===== src/rtl/add_serial.sv =====
// Bit-serial 4-bit adder: IDLE/RUN/DONE FSM adds one bit per clock,
// LSB first, and holds an 8-bit result that is gated by the enable.
//
// Ports:
//   clk   - rising-edge clock
//   rst_n - asynchronous active-low reset
//   en    - block enable; qualifies start, gates out, aborts RUN when low
//   start - one-cycle request to begin an addition (IDLE only)
//   a, b  - 4-bit operands, captured on an accepted start
//   out   - 8-bit result register AND {8{en}}
//   busy  - high while in RUN
//   done  - one-cycle pulse while in DONE (result just loaded)
//
// Build option: define ADD_SERIAL_SIGNED_EN to treat a and b as two's
// complement and sign-extend the 5-bit sum; otherwise the sum is unsigned
// and zero-extended.
module add_serial (
    input  logic       clk,
    input  logic       rst_n,
    input  logic       en,
    input  logic       start,
    input  logic [3:0] a,
    input  logic [3:0] b,
    output logic [7:0] out,
    output logic       busy,
    output logic       done
);

    typedef enum logic [1:0] {
        IDLE = 2'd0,
        RUN  = 2'd1,
        DONE = 2'd2
    } state_t;

    state_t      state_q, state_d;
    logic [3:0]  a_q, a_d;
    logic [3:0]  b_q, b_d;
    logic        c_q, c_d;
    logic [1:0]  cnt_q, cnt_d;
    logic [3:0]  sum_q, sum_d;
    logic [7:0]  res_q, res_d;

    logic        s_bit;
    logic        c_nxt;
    logic        bit4;
    logic [2:0]  upper;

    // Full adder on the current LSBs of the operand shift registers.
    assign s_bit = a_q[0] ^ b_q[0] ^ c_q;
    assign c_nxt = (a_q[0] & b_q[0]) | (a_q[0] & c_q) | (b_q[0] & c_q);

`ifdef ADD_SERIAL_SIGNED_EN
    // On the last bit a_q[0]/b_q[0] are the operand sign bits, so this
    // is bit 4 of the sign-extended 5-bit sum.
    assign bit4  = a_q[0] ^ b_q[0] ^ c_nxt;
    assign upper = {3{bit4}};
`else
    assign bit4  = c_nxt;
    assign upper = 3'b000;
`endif

    always_ff @(posedge clk or negedge rst_n) begin
        if (!rst_n) begin
            state_q <= IDLE;
            a_q     <= 4'd0;
            b_q     <= 4'd0;
            c_q     <= 1'b0;
            cnt_q   <= 2'd0;
            sum_q   <= 4'd0;
            res_q   <= 8'd0;
        end else begin
            state_q <= state_d;
            a_q     <= a_d;
            b_q     <= b_d;
            c_q     <= c_d;
            cnt_q   <= cnt_d;
            sum_q   <= sum_d;
            res_q   <= res_d;
        end
    end

    always_comb begin
        state_d = state_q;
        a_d     = a_q;
        b_d     = b_q;
        c_d     = c_q;
        cnt_d   = cnt_q;
        sum_d   = sum_q;
        res_d   = res_q;
        unique case (state_q)
            IDLE: begin
                if (start && en) begin
                    a_d     = a;
                    b_d     = b;
                    c_d     = 1'b0;
                    cnt_d   = 2'd0;
                    state_d = RUN;
                end
            end
            RUN: begin
                if (!en) begin
                    // Abort: result register is left untouched.
                    state_d = IDLE;
                end else begin
                    a_d   = {1'b0, a_q[3:1]};
                    b_d   = {1'b0, b_q[3:1]};
                    c_d   = c_nxt;
                    sum_d = {s_bit, sum_q[3:1]};
                    cnt_d = cnt_q + 2'd1;
                    if (cnt_q == 2'd3) begin
                        // sum_q[3:1] already holds s2..s0.
                        res_d   = {upper, bit4, s_bit, sum_q[3:1]};
                        state_d = DONE;
                    end
                end
            end
            DONE: begin
                state_d = IDLE;
            end
            default: begin
                state_d = IDLE;
            end
        endcase
    end

    assign out  = res_q & {8{en}};
    assign busy = (state_q == RUN);
    assign done = (state_q == DONE);

endmodule


===== config.mk =====
export PLATFORM = sky130hd
export DESIGN_NAME = add_serial
export DESIGN_NICKNAME = d
export VERILOG_FILES = /design/src/rtl/add_serial.sv
export SDC_FILE = /design/constraint.sdc
export NUM_CORES = 1
export LEC_CHECK = 0
export BUFFER_PORTS_ARGS = -buffer_cell sky130_fd_sc_hd__buf_4
export CAP_MARGIN = 10
export CORE_ASPECT_RATIO = 0.8
export CORE_MARGIN = 3
export CORE_UTILIZATION = 47
export DETAILED_ROUTE_END_ITERATION = 10
export GPL_TIMING_DRIVEN = 0
export PLACE_DENSITY = 0.73
export SLEW_MARGIN = 5
export SYNTH_ARGS = -nofsm -noshare
export SYNTH_HDL_FRONTEND = slang
export SYNTH_SLANG_ARGS = --single-unit
export TNS_END_PERCENT = 50

===== constraint.sdc =====
create_clock -name clk -period 1.49 [get_ports clk]
set_clock_uncertainty 0.15 [all_clocks]
set_input_delay 0.149 -clock clk [delete_from_list [all_inputs] [get_ports clk]]
set_output_delay 0.149 -clock clk [all_outputs]
set_load 0.03 [all_outputs]

-- After elaboration in Yosys (flattened, before gate mapping)
Index checks and enable logic that the tools add are counted.
- bits in latches: 0
- bits in writable memories: 0
- bits of input ports: 12
- logic and storage cells: 45
- flip-flop bits (word level): 22
- output and inout bits: 10
- ROM bits: 0
- memories: 0
- div/mod/pow operators: 0
- shift-type cells: 0
- muxes and demuxes: 16
- multiply operators: 0
- eq/ne operators: 6
- reductions and logical operators: 7
- $lt $le $gt $ge: 0
- add/subtract/negate cells: 1
- bitwise operators: 8
- operators by type and width (kind ; count):
    $mux 4 ; 4
    $pmux 4 s2 ; 2
    $mux 2 ; 5
    $and 5x8->8 ; 1
    $pmux 2 s2 ; 2
    $reduce_and 3->1 ; 2
    $eq 2x2->1 const B ; 2
    $ne 2x2->1 const B ; 2
    $reduce_and 2->1 ; 2
    $and 1x1->1 ; 3
    $ne 3x2->1 const B ; 1
    $add 2x1->2 const B ; 1
    $eq 2x1->1 const B ; 1
    $logic_not 2->1 ; 1
    $mux 1 ; 2
    $or 1x1->1 ; 2
    $pmux 1 s2 ; 1
    $reduce_bool 2->1 ; 1
    $xor 1x1->1 ; 2
    $logic_and 1x1->1 ; 1

-- Longest topological paths before layout
Gate-level depths: netlist of run 1.
- depth after elaboration: 5
- gate-level depth with buffers: 4
- depth with buffers taken out: 3

-- Least setup slack after synthesis of run 1
No wires, ideal clock.
- path type: reg2reg
- start: reg state_q[1]
- end: reg res_q[0]
- required time: 1215 ps
- cell stages (with the launch flop): 4
- setup slack: 77 ps
- arrival: 1138 ps
- path buffers: 0
- path through: dfrtp_1 -> and2b_4 -> nand3_4 -> mux2_4
- word-level cells in the longest chain between the ends: 2
- RTL lines (item ; RTL line ; RTL):
    start: declaration ; 35 ; state_t state_q, state_d;
    start signal: assignment ; 72 ; state_q <= state_d;
    $eq 2x1->1 ; -- ;
    net busy ; 25 ; output logic busy,
    $reduce_and 3->1 (no line) ; -- ;
    end signal: assignment ; 78 ; res_q <= res_d;
    end: declaration ; 41 ; logic [7:0] res_q, res_d;
The timed path passes the listed nets, and every way through them passes these cells.
A chain may end at the register's enable or synchronous reset.

-- Worst setup path in the final report of run 1
- start: reg state_q[1]
- end: out busy
- word-level cells in the longest chain between the ends: 1
- RTL lines (item ; RTL line ; RTL):
    $eq 2x1->1 ; 127 ; assign busy = (state_q == RUN);
    end: declaration ; 25 ;
No other way between the ends.

==> flow_summary.ini, run 1 <==
[status]
status = complete, no violations

[finish]
area_delta_synth_final_pct = 24.8
nFillCells = 166
drive_gt1_share_pct = 60.4
finalNetCount = 116
n_antenna_cell = 0

[worst_setup_path]
endpoint_kind = primary output
worstPathCellList = and2b_4, buf_6
startpoint_type = register
critPathMaxStageDelay_ps = 400
worstPathRequired_ps = 1190
timing.rr.start = c_q
r2r_end = res_q[3]
cp_slowest_cell = dfrtp_1
ff2ff_path_depth = 2
reg2reg_slack_ps = 40
worstSetupPathType = register to primary output
cp_max_fo = 5
cp_data_arrival_time_ps = 1150

[clock_tree]
cts_buffers = 3
clock_sinks = 21
cts_root_buf = clkbuf_4
cts_tree = yes
path_clk_slew_ps = 120
cts_buffer_depth = 2
h-tree-depth = 1
insertion_delay_ps = 300

[global_routing]
grt_pass1_vias = 626
grt-ovfl-total = 0
grt_use_total_pct = 13.7
grt_pass1_wl_mm = 2.97
antenna_found_initial = 0
grt_max_degree = 22

[logic_synthesis]
postSynthCellCount = 73
synth_top_area_share_pct = 49.8
synth_flop_cell = dfrtp_1
synth_edf_count = 0
async_flop_share_pct = 100
synth-seq-area-share_pct = 49.8
netlist_area_mm2 = 0.00106
synth_top_area_cell = dfrtp_1
synth_cell_type_count = 21
synth-seq-cells = 21
synth_common_cells = 21 x dfrtp_1, 11 x mux2_2, 11 x mux2_4
synth_area_leaders = dfrtp_1 50%, mux2_4 16%, mux2_2 12%
syn_area_per_cell_um2 = 14.5
yosysWarnings = 0
yosysMostFrequentCell = dfrtp_1

[run]
maxCapViolations = 0

[route]
dr.pass1.iters = 4
vias_per_cell = 4.92
wirelength_mm = 1.76
remaining_drc_errors = 0
vias = 615
ant_nets = 0
drtIter0Drc = 6
wire_per_inst_um = 14.1

[die]
die_w_um = 59.0
core_region_area_mm2 = 0.00200
die_h_um = 48.4
rows = 14
initial_core_util_pct = 52.9
io_pins = 22
die-area_mm2 = 0.00286

[timing]
setup_ws_ps = 38.9
slew_violations = 0
whs_ps = 38.2
grt_setup_unrepaired = yes
final.period_utilization_pct = 97.4
max_freq_ghz = 0.689
hold_viol = 0
final-setup-viol-count = 0
post-route-min-period_ps = 1450

[min_path]
hold_path_end = b_q[0]
min_path_cells = 3
min_path_type = primary input to register
hold_path.startpoint = b[0]

[placed_design]
dp_slack_ps = -6.24
placement.io_buffers = 18
dp_hpwl_mm = 1.32
gp_congestion = 0.725

[power]
p_leak_nw = 0.684
vdd_drop_max_mv = 0.770
power.density_mw_per_mm2 = 1230
finalPower_w = 0.00161
[where the power goes]
part	total [W]	switching, W	internal (W)
Sequential	0.000825	0.0000977	0.000728
Combinational	0.000517	0.000206	0.000311
Clock	0.000272	0.000172	0.000100
[metal layers]
layer / global-route usage (%) / share of wire [%] / vias up
met5: 0 / 0 / -
met3: 5.05 / 6.6 / 0
li1: - / - / 303
met2: 20.6 / 47 / 18
met1: 19.3 / 46 / 294
met4: 2.26 / 0 / 0
[logic make-up after synthesis]
| group | Yosys count | share of synthesized area, % |
|---|---|---|
| AOI/OAI and AO/OA | 5 | 3.79 |
| adders and majority gates | 2 | 3.08 |
| buffers and inverters | 8 | 5.33 |
| DFF | 21 | 49.8 |
| muxes | 22 | 27.4 |
| other | 1 | 0.355 |
| and+or+nand+nor | 14 | 10.3 |
[metrics by stage]
step,TNS [ps],util (%),area (um^2),instances
finish,0,66.0,1320,125
global route,-85.5,66.0,1320,125
CTS,0,63.8,1270,122
detailed placement,-12.8,61.5,1230,117
global placement,0,61.5,1230,117
floorplan,0,-,1060,75
[cells in the final DEF, fill, tap and decap left out]
| cell type | Yosys | layout |
|---|---|---|
| mux2_2 | 11 | 11 |
| inv_1 | 2 | 2 |
| nand3_4 | 1 | 1 |
| dlygate4sd3_1 | 0 | 1 |
| o211ai_4 | 0 | 1 |
| and2b_4 | 1 | 1 |
| nor2b_1 | 2 | 2 |
| dfrtp_2 | 0 | 1 |
| a21o_1 | 3 | 3 |
| clkbuf_4 | 1 | 4 |
| and2_1 | 5 | 5 |
| a21oi_1 | 1 | 1 |
| buf_2 | 0 | 1 |
| and3b_2 | 1 | 1 |
| conb_1 | 1 | 3 |
| mux2_4 | 11 | 11 |
| buf_6 | 1 | 4 |
| fa_2 | 0 | 1 |
| buf_4 | 4 | 21 |
| nor2_4 | 0 | 1 |
| ha_1 | 1 | 1 |
| nand2_2 | 1 | 1 |
| and4_1 | 2 | 2 |
| dfrtp_1 | 21 | 20 |
| clkinv_2 | 0 | 1 |
[state kept, by name, summed over array words and instances, names as in the netlist]
register and cells:
a_q 4, c_q 1, b_q 4, res_q 5, sum_q 3, cnt_q 2
state_q 2
[how the worst max path moves through the flow]
| stage | from | end | slack (ps) | depth (start not counted) |
|---|---|---|---|---|
| detailed placement | state_q[0] | a_q[3] | -6 | 3 |
| CTS | state_q[0] | done | 0.6 | 3 |
| global route | state_q[1] | busy | -30 | 2 |
| global placement | state_q[0] | a_q[3] | 20 | 3 |
| floorplan | state_q[1] | res_q[0] | 80 | 3 |
| finish | state_q[1] | busy | 40 | 2 |
[final cells by class]
type	count	area [um^2]	share of cell area (%)
Inverter	2	7.51	0.570
Clock buffer	3	22.5	1.71
Tap cell	24	30.0	2.28
Multi-Input combinational cell	46	500	38.0
Clock inverter	1	5.00	0.380
Timing Repair Buffer	22	173	13.1
Buffer	6	52.6	3.99
Sequential cell	21	527	40.0
[worst max-delay path, delay by kind of cell, from the launching register on]
kind / cells / cell delay, ps
flops: 1 / 400
simple gates: 1 / 300
buf+inv: 1 / 140
[timing repair]
item | 4_1_cts | 5_1_grt
buffers inserted | 0 | 2
gates resized for setup | 2 | 6
setup endpoints to repair | 5 | 13
gates cloned | 0 | 1
hold endpoints to repair | 21 | 0
hold buffers | 1 | 0
pin swaps | 0 | 2
No activity file was read; power rests on OpenSTA's default activity.
==> run 2, diff against run 1 <==
--- a/config.mk
+++ b/config.mk
@@ -8,7 +8,6 @@
 export BUFFER_PORTS_ARGS = -buffer_cell sky130_fd_sc_hd__buf_4
 export CAP_MARGIN = 10
 export CORE_ASPECT_RATIO = 0.8
-export CORE_MARGIN = 3
 export CORE_UTILIZATION = 47
 export DETAILED_ROUTE_END_ITERATION = 10
 export GPL_TIMING_DRIVEN = 0
==> flow_summary.ini, run 2 (synthesized netlist as in run 1, its figures left out) <==
[status]
status = complete, no violations

[worst_setup_path]
startpoint_type = register
timing.rr.start = state_q[0]
path_buf_inv = 1
cpLargestDelayFamily = flip-flops
reg2reg_slack_ps = 30
cp_data_arrival_time_ps = 1500
cp_slowest_cell = dfrtp_1
endpoint_kind = register
worstPathRequired_ps = 1530
critPathMaxStageDelay_ps = 440
cp_max_fo = 10
worstPathCellList = o211ai_2, buf_6, mux2_2
ff2ff_path_depth = 3
r2r_end = b_q[2]
worstSetupPathType = register to register

[finish]
drive_gt1_share_pct = 59.4
instances_no_fill = 125
n_antenna_cell = 0
largest-register = res_q
reg_top3 = res_q: 5 flops, a_q: 4 flops, b_q: 4 flops
layout_common_cells = 21 x buf_4, 21 x dfrtp_1, 11 x mux2_4, 11 x mux2_2, 5 x and2_1
finalNetCount = 116
area_delta_synth_final_pct = 23.8
largest_reg_flops = 5
post-route-util_pct = 65.5

[clock_tree]
cts_root_buf = clkbuf_4
cts_buffers = 3
clock_sinks = 21
cts_buffer_depth = 2
h-tree-depth = 1
path_clk_slew_ps = 120
insertion_delay_ps = 300
cts_tree = yes

[timing]
max_freq_ghz = 0.685
post-route-min-period_ps = 1460
final.period_utilization_pct = 98.0
grt_setup_unrepaired = yes
setup_tns_ps = 0
slew_violations = 0
final-setup-viol-count = 0
hold_viol = 0

[route]
wl_met1_um = 800
wire_per_inst_um = 13.0
ant_nets = 0
top_layer = met4
wirelength_mm = 1.62
drtIter0Drc = 5
vias_per_cell = 4.82
remaining_drc_errors = 0
vias = 602
route.met3.wl_um = 111
dr_wl_met2_um = 696
dr.pass1.iters = 4

[global_routing]
grt_use_total_pct = 15.9
grt-ovfl-total = 0
grt_max_degree = 22
antenna_found_initial = 0
grt_pass1_vias = 593
grt_pass1_wl_mm = 2.63

[die]
die_h_um = 44.4
die_w_um = 55.0
core_region_area_mm2 = 0.00200
die-area_mm2 = 0.00244
initial_core_util_pct = 52.9
io_pins = 22
rows = 14

[placed_design]
dp_hpwl_mm = 1.17
placement.io_buffers = 18
dp.cells = 117
gp_congestion = 0.670

[power]
power.density_mw_per_mm2 = 1220
vdd_drop_max_mv = 0.906
p_leak_nw = 0.682

[min_path]
hold_path_end = b_q[0]
hold_path.startpoint = b[0]
min_path_type = primary input to register
min_path_cells = 3

[run]
maxCapViolations = 0
==> run 2: cell counts in the layout (fill, tap and decap cells not counted) <==
Identical to the previous run, type by type.
==> run 2: per-stage QoR <==
step	power [W]	setup slack, ps	hold slack, ps	area [um^2]
after CTS	0.00161	5.38	26.6	1270
final	0.00160	29.4	40.5	1310
after detailed placement	0.00133	22.9	-101	1230
after global routing	0.00170	-27.1	21.9	1310
after global placement	0.00131	21.9	-104	1230
after floorplan	0.00118	76.6	-297	1060
==> run 2: worst reg2reg max path, cell delays in order (launching register included) <==
cell      delay (ps)
dfrtp_1          440
o211ai_2         250
buf_6            180
mux2_2           330
==> run 2: layout make-up <==
class,count,area (um^2)
Fill cell,163,689
Sequential cell,21,526
Multi-Input combinational cell,46,492
Timing Repair Buffer,22,173
Buffer,6,52.6
Tap cell,24,30.0
Clock buffer,3,22.5
Inverter,2,7.51
Clock inverter,1,5.00
==> run 2: worst max path at each step <==
| stage | from | endpoint | slack [ps] | depth (start not counted) |
|---|---|---|---|---|
| 2_1_floorplan | state_q[1] | res_q[0] | 80 | 3 |
| 3_3_place_gp | state_q[0] | a_q[3] | 20 | 3 |
| 3_5_place_dp | a_q[0] | c_q | 20 | 3 |
| 4_1_cts | a_q[0] | c_q | 5 | 3 |
| 5_1_grt | state_q[0] | a_q[3] | -30 | 3 |
| 6_report | state_q[0] | b_q[2] | 30 | 3 |
==> run 2: report_power, final <==
group | total (W) | switching (W) | leakage (nW) | internal [W]
registers | 0.000822 | 0.0000951 | 0.265 | 0.000727
clock network | 0.000270 | 0.000170 | 0.0177 | 0.000100
logic | 0.000507 | 0.000199 | 0.398 | 0.000308
total | 0.00160 | 0.000464 | 0.682 | 0.00114
==> run 2: layer usage <==
| metal | vias up | global-route usage, % |
|---|---|---|
| met1 | 278 | 20.3 |
| met5 | - | 0 |
| met2 | 19 | 24.1 |
| met4 | 0 | 4.50 |
| met3 | 2 | 7.56 |
| li1 | 303 | - |
==> run 2: repair_timing <==
action | CTS | global route
cloned | 0 | 1
resized for setup | 2 | 4
hold buffers | 1 | 0
endpoints found under the setup margin | 2 | 10
endpoints found under the hold margin | 21 | 0
setup buffers | 0 | 2
pin swaps | 0 | 1
